$ cat src/rtl/recursive_doubling_pkg.sv
// Shared types and helpers for the recursive-doubling (Kogge-Stone) adder.
package recursive_doubling_pkg;

  // Generate/propagate pair carried through every node of the prefix tree
  typedef struct packed {
    logic g;
    logic p;
  } gp_t;

  // Bit-level pre-processing: generate and propagate from one operand bit pair
  function automatic gp_t gp_pre(input logic a, input logic b);
    gp_t r;
    r.g = a & b;
    r.p = a ^ b;
    return r;
  endfunction

  // Prefix operator: combine a higher-order span with the adjacent lower span
  function automatic gp_t gp_combine(input gp_t hi, input gp_t lo);
    gp_t r;
    r.g = hi.g | (hi.p & lo.g);
    r.p = hi.p & lo.p;
    return r;
  endfunction

endpackage

$ cat src/rtl/recursive_doubling_prefix_cell.sv
// Single (G,P) combine node of the recursive-doubling prefix network.
module rd_prefix_cell
  import recursive_doubling_pkg::*;
(
  input  gp_t hi,
  input  gp_t lo,
  output gp_t gp
);

  // G = Gh | Ph&Gl, P = Ph&Pl
  assign gp = gp_combine(hi, lo);

endmodule

$ cat src/rtl/recursive_doubling.sv
// Registered WIDTH-bit adder with a log2(WIDTH)-depth Kogge-Stone carry network.
module recursive_doubling
  import recursive_doubling_pkg::*;
#(
  parameter int unsigned WIDTH = 32
) (
  input  logic             clk,
  input  logic             rst_n,
  input  logic             valid_in,
  input  logic [WIDTH-1:0] a,
  input  logic [WIDTH-1:0] b,
  output logic             valid_out,
  output logic [WIDTH-1:0] sum,
  output logic             cout
);

  localparam int unsigned LEVELS = $clog2(WIDTH);

  gp_t [WIDTH-1:0]  gp0;
  gp_t [WIDTH-1:0]  gp_fin;
  logic [WIDTH-1:0] carry;
  logic [WIDTH-1:0] sum_next;
  logic             cout_next;

  // Pre-processing: per-bit generate/propagate
  for (genvar i = 0; i < WIDTH; i++) begin : g_pre
    assign gp0[i] = gp_pre(a[i], b[i]);
  end

  // Prefix levels; each level doubles the span covered by every node
  for (genvar k = 0; k < LEVELS; k++) begin : g_lvl
    localparam int unsigned D = 2 ** k;
    gp_t [WIDTH-1:0] gp_in;
    gp_t [WIDTH-1:0] gp_out;

    if (k == 0) begin : g_first
      assign gp_in = gp0;
    end else begin : g_next
      assign gp_in = g_lvl[k-1].gp_out;
    end

    for (genvar i = 0; i < WIDTH; i++) begin : g_bit
      if (i >= D) begin : g_cell
        rd_prefix_cell u_cell (
          .hi (gp_in[i]),
          .lo (gp_in[i-D]),
          .gp (gp_out[i])
        );
      end else begin : g_pass
        assign gp_out[i] = gp_in[i];
      end
    end
  end

  assign gp_fin = g_lvl[LEVELS-1].gp_out;

  // Post-processing: carries come straight from the final group generates
  assign carry[0] = 1'b0;
  for (genvar i = 1; i < WIDTH; i++) begin : g_carry
    assign carry[i] = gp_fin[i-1].g;
  end

  for (genvar i = 0; i < WIDTH; i++) begin : g_sum
    assign sum_next[i] = gp0[i].p ^ carry[i];
  end

  assign cout_next = gp_fin[WIDTH-1].g;

  // Output register; loads every cycle, valid only qualifies the result
  always_ff @(posedge clk or negedge rst_n) begin
    if (!rst_n) begin
      sum       <= '0;
      cout      <= 1'b0;
      valid_out <= 1'b0;
    end else begin
      sum       <= sum_next;
      cout      <= cout_next;
      valid_out <= valid_in;
    end
  end

endmodule

$ cat config.mk
export PLATFORM = sky130hd
export DESIGN_NAME = recursive_doubling
export DESIGN_NICKNAME = d
export VERILOG_FILES = /design/src/rtl/recursive_doubling_pkg.sv /design/src/rtl/recursive_doubling_prefix_cell.sv /design/src/rtl/recursive_doubling.sv
export SDC_FILE = /design/constraint.sdc
export NUM_CORES = 1
export LEC_CHECK = 0
export CAP_MARGIN = 10
export CORE_MARGIN = 2
export CORE_UTILIZATION = 45
export CTS_BUF_LIST = sky130_fd_sc_hd__clkbuf_16
export DETAILED_ROUTE_END_ITERATION = 8
export DONT_BUFFER_PORTS = 1
export MAX_ROUTING_LAYER = met4
export RECOVER_POWER = 100
export SYNTH_ARGS = -nofsm -noshare
export SYNTH_HDL_FRONTEND = slang
export SYNTH_HIERARCHICAL = 1
export SYNTH_SLANG_ARGS = --single-unit
$ cat constraint.sdc
create_clock -name clk -period 0.8 [get_ports clk]
set_input_delay 0.16 -clock clk [delete_from_list [all_inputs] [get_ports clk]]
set_output_delay 0.16 -clock clk [all_outputs]
set_load 0.01 [all_outputs]
After elaboration in Yosys (flattened, before gate mapping)
Cells that the tools add are included.
Storage, ports and cells
  logic and storage cells: 454
  input bits: 67
  output and inout bits: 34
  register bits after elaboration: 34
Operators by class
  bitwise operators: 451
Operators with widths (number)
  1-bit AND: 259
  1-bit bitwise OR: 129
  1-bit bitwise XOR: 63

Logic depth before layout (Yosys ltp)
  depth in word-level cells: 11
  mapped depth: 7
  mapped depth without buffers: 7

Modules after synthesis
Netlist, hierarchy kept.
Modules (own cells, without submodules)
  rd_prefix_cell: instances 129, seq. area each 0.0 um2, cells an instance 2, area each 15.0 um2
  recursive_doubling: instances 1, seq. area each 850.8 um2, cells an instance 97, area each 1522.7 um2

Worst setup path before layout
OpenSTA, ideal clock, no wires.
  path kind: input port to flip-flop
  start: in a[1]
  end: reg sum[17]
  arrival time: 1.549 ns
  buffers on the path: 0
  cell stages on the path: 7
  path slack: -0.872 ns
  setup time: 0.123 ns
  required time: 0.677 ns
  cells stage by stage: ha_1 > and2_2 > and2_2 > and2_2 > and2_2 > a21o_1 > xor2_1
RTL lines
  from (decl): RTL line recursive_doubling.sv:10  | input logic [WIDTH-1:0] a,
  to (signal assigned): RTL line recursive_doubling.sv:76  | sum <= sum_next;
  to (decl): RTL line recursive_doubling.sv:13  | output logic [WIDTH-1:0] sum,

==> flow_summary.toml <==
[floorplanning]
start_util_pct = 47.0
rows = 30
die_h_um = 88.7
die_area_sq_um = 7860
io_pins = 101
core_area_sq_um = 6870
die_w_um = 88.7

[power]
p_sw_share_pct = 31.1
p_seq_share_pct = 34.8
cell_internal_pwr_mw = 4.83
clkPwrFrac_pct = 26.4
total_power_mw = 7.02
leakagePower_nw = 2.58
powerDensity_nw_per_um2 = 1580
max-vdd-ir-drop_mv = 0.784
p_sw_mw = 2.19
pwr-share-comb_pct = 38.8

[yosys]
syn_inst = 324
syn_nets = 423
synth_area_sq_um = 3230
avgSynthCellArea_sq_um = 9.96
yosysWarningCount = 6

[critical_path]
cp.arrival_ns = 1.47
end_kind = "flop"
crit_fanout = 4
cp.required_ns = 0.96
startpoint = "a[2]"
startpoint_type = "input port"
worst-setup-path-type = "in -> reg"

[route]
vias = 2522
ant_nets = 0
route.detailed.drc = 0
routedWlPerCell_um = 18.2
wirelength_mm = 8.80
drt_iter0_drc = 51
routed_via_density = 5.21
dr.pass1.iters = 4

[global_route]
met2_usage_pct = 39.3
grt_util_met3_pct = 4.20
grt_max_degree = 35
first_global_vias = 2706
grt.busiest_layer = "met2"
overflow = 0
antenna_found_initial = 0
grt_pass1_wl_mm = 13.8
use_met1_pct = 31.5
grt_util_all_layers_pct = 24.4

[clocking]
clock-root-buffer = "clkbuf_16"
htree_levels = 2
cts_buffer_depth = 2
cts_tree = "yes"
cts_sinks = 34
clk_pin_slew_ns = 0.05
holdBufCountCts = 1
cts_buffers = 5

[layout]
fin_cells = 484
nets = 486
fin_area_sq_um = 4440
layout-drive-gt1-share_pct = 50.3
final_util_pct = 64.7
fill_cells = 581
num_antenna_cells = 0
area_growth_pct = 37.7

[placed_design]
dpl_cell_area_sq_um = 4170
io_buffers = 0
post-place-ws_ns = -0.799
dp.cells = 467
gp_congestion = 0.912
dp_hpwl_mm = 7.49

[flow_run]
drv_cap = 0

[sta]
finalHoldViolations = 34
maxSlewViolCount = 0
max-slew-margin-rel_pct = 86.6
layout_setup_ws_ns = -0.505
min_period_ns = 1.31
setup-tns-final_ns = -13.67
fmax_ghz = 0.766
rsz0062_at_grt = "yes"
tightest_slew_ns = 0.201
finalSetupViolations = 64
fin_crit_sh_pct = 163
fin_hold_ws_ns = -0.426

[min_path]
hold_class = "in -> async"

[status]
outcome = "complete, but fails checks"
violations = "negative hold slack, negative setup slack"
==> registers in the layout, summed over array words and instances (netlist names) <==
name,cells
cout,1
sum,32
valid_out,1
==> power by group through the flow <==
| stage | clock network (mW) | registers (mW) | logic (mW) |
|---|---|---|---|
| 2_1_floorplan | 0 | 2.41 | 1.74 |
| 3_3_place_gp | 0 | 2.48 | 2.55 |
| 3_5_place_dp | 0 | 2.48 | 2.57 |
| 4_1_cts | 1.89 | 2.45 | 2.68 |
| 5_1_grt | 1.98 | 2.49 | 2.98 |
| 6_report | 1.85 | 2.44 | 2.72 |
==> metal layers <==
layer | part of all wire (%) | routed length, um
met1 | 48 | 4190
met2 | 47 | 4110
met3 | 4.1 | 363
met4 | 1.6 | 140
met5 | 0 | 0
==> final cells by class <==
cell class | instances | area [sq um] | area share (%)
repair buffers | 56 | 460 | 10.4
clock buffers | 5 | 125 | 2.82
clock inverters | 3 | 12.5 | 0.282
flip-flops and latches | 34 | 853 | 19.2
well taps | 96 | 120 | 2.70
multi-input cells | 290 | 2870 | 64.6
==> worst paths after layout <==
check | endpoint | slack, ns | cells past startpoint
min in group clk | sum[0] | 0.01 | 1
hold / removal | sum[1] | -0.43 | 0
max in group asynchronous | sum[31] | 1.14 | 0
setup / recovery | sum[29] | -0.51 | 7
==> cells in the final DEF (no fill, tap or decap) <==
cell and n:
buf_6 10, clkinv_1 1, clkinv_2 1, ha_4 32, dfrtp_1 32, a21o_1 127
inv_1 1, clkbuf_16 5, dlygate4sd3_1 1, buf_4 45, xor2_1 31, and2_2 33
a21o_4 2, and2_4 65, dfrtp_2 2
==> worst max-delay path, stage by stage <==
cell and delay, ns:
ha_4 0.23, a21o_1 0.19, a21o_1 0.19, a21o_1 0.20
a21o_1 0.20, a21o_1 0.16, xor2_1 0.14
==> repair_timing <==
| action | in CTS | in global routing |
|---|---|---|
| endpoints found under the setup margin | 64 | 64 |
| pin swaps | 18 | 9 |
| buffers inserted | 5 | 4 |
| resized for setup | 14 | 7 |
| endpoints found under the hold margin | 35 | 34 |
Note: power is estimated with default switching activity, not from simulation.
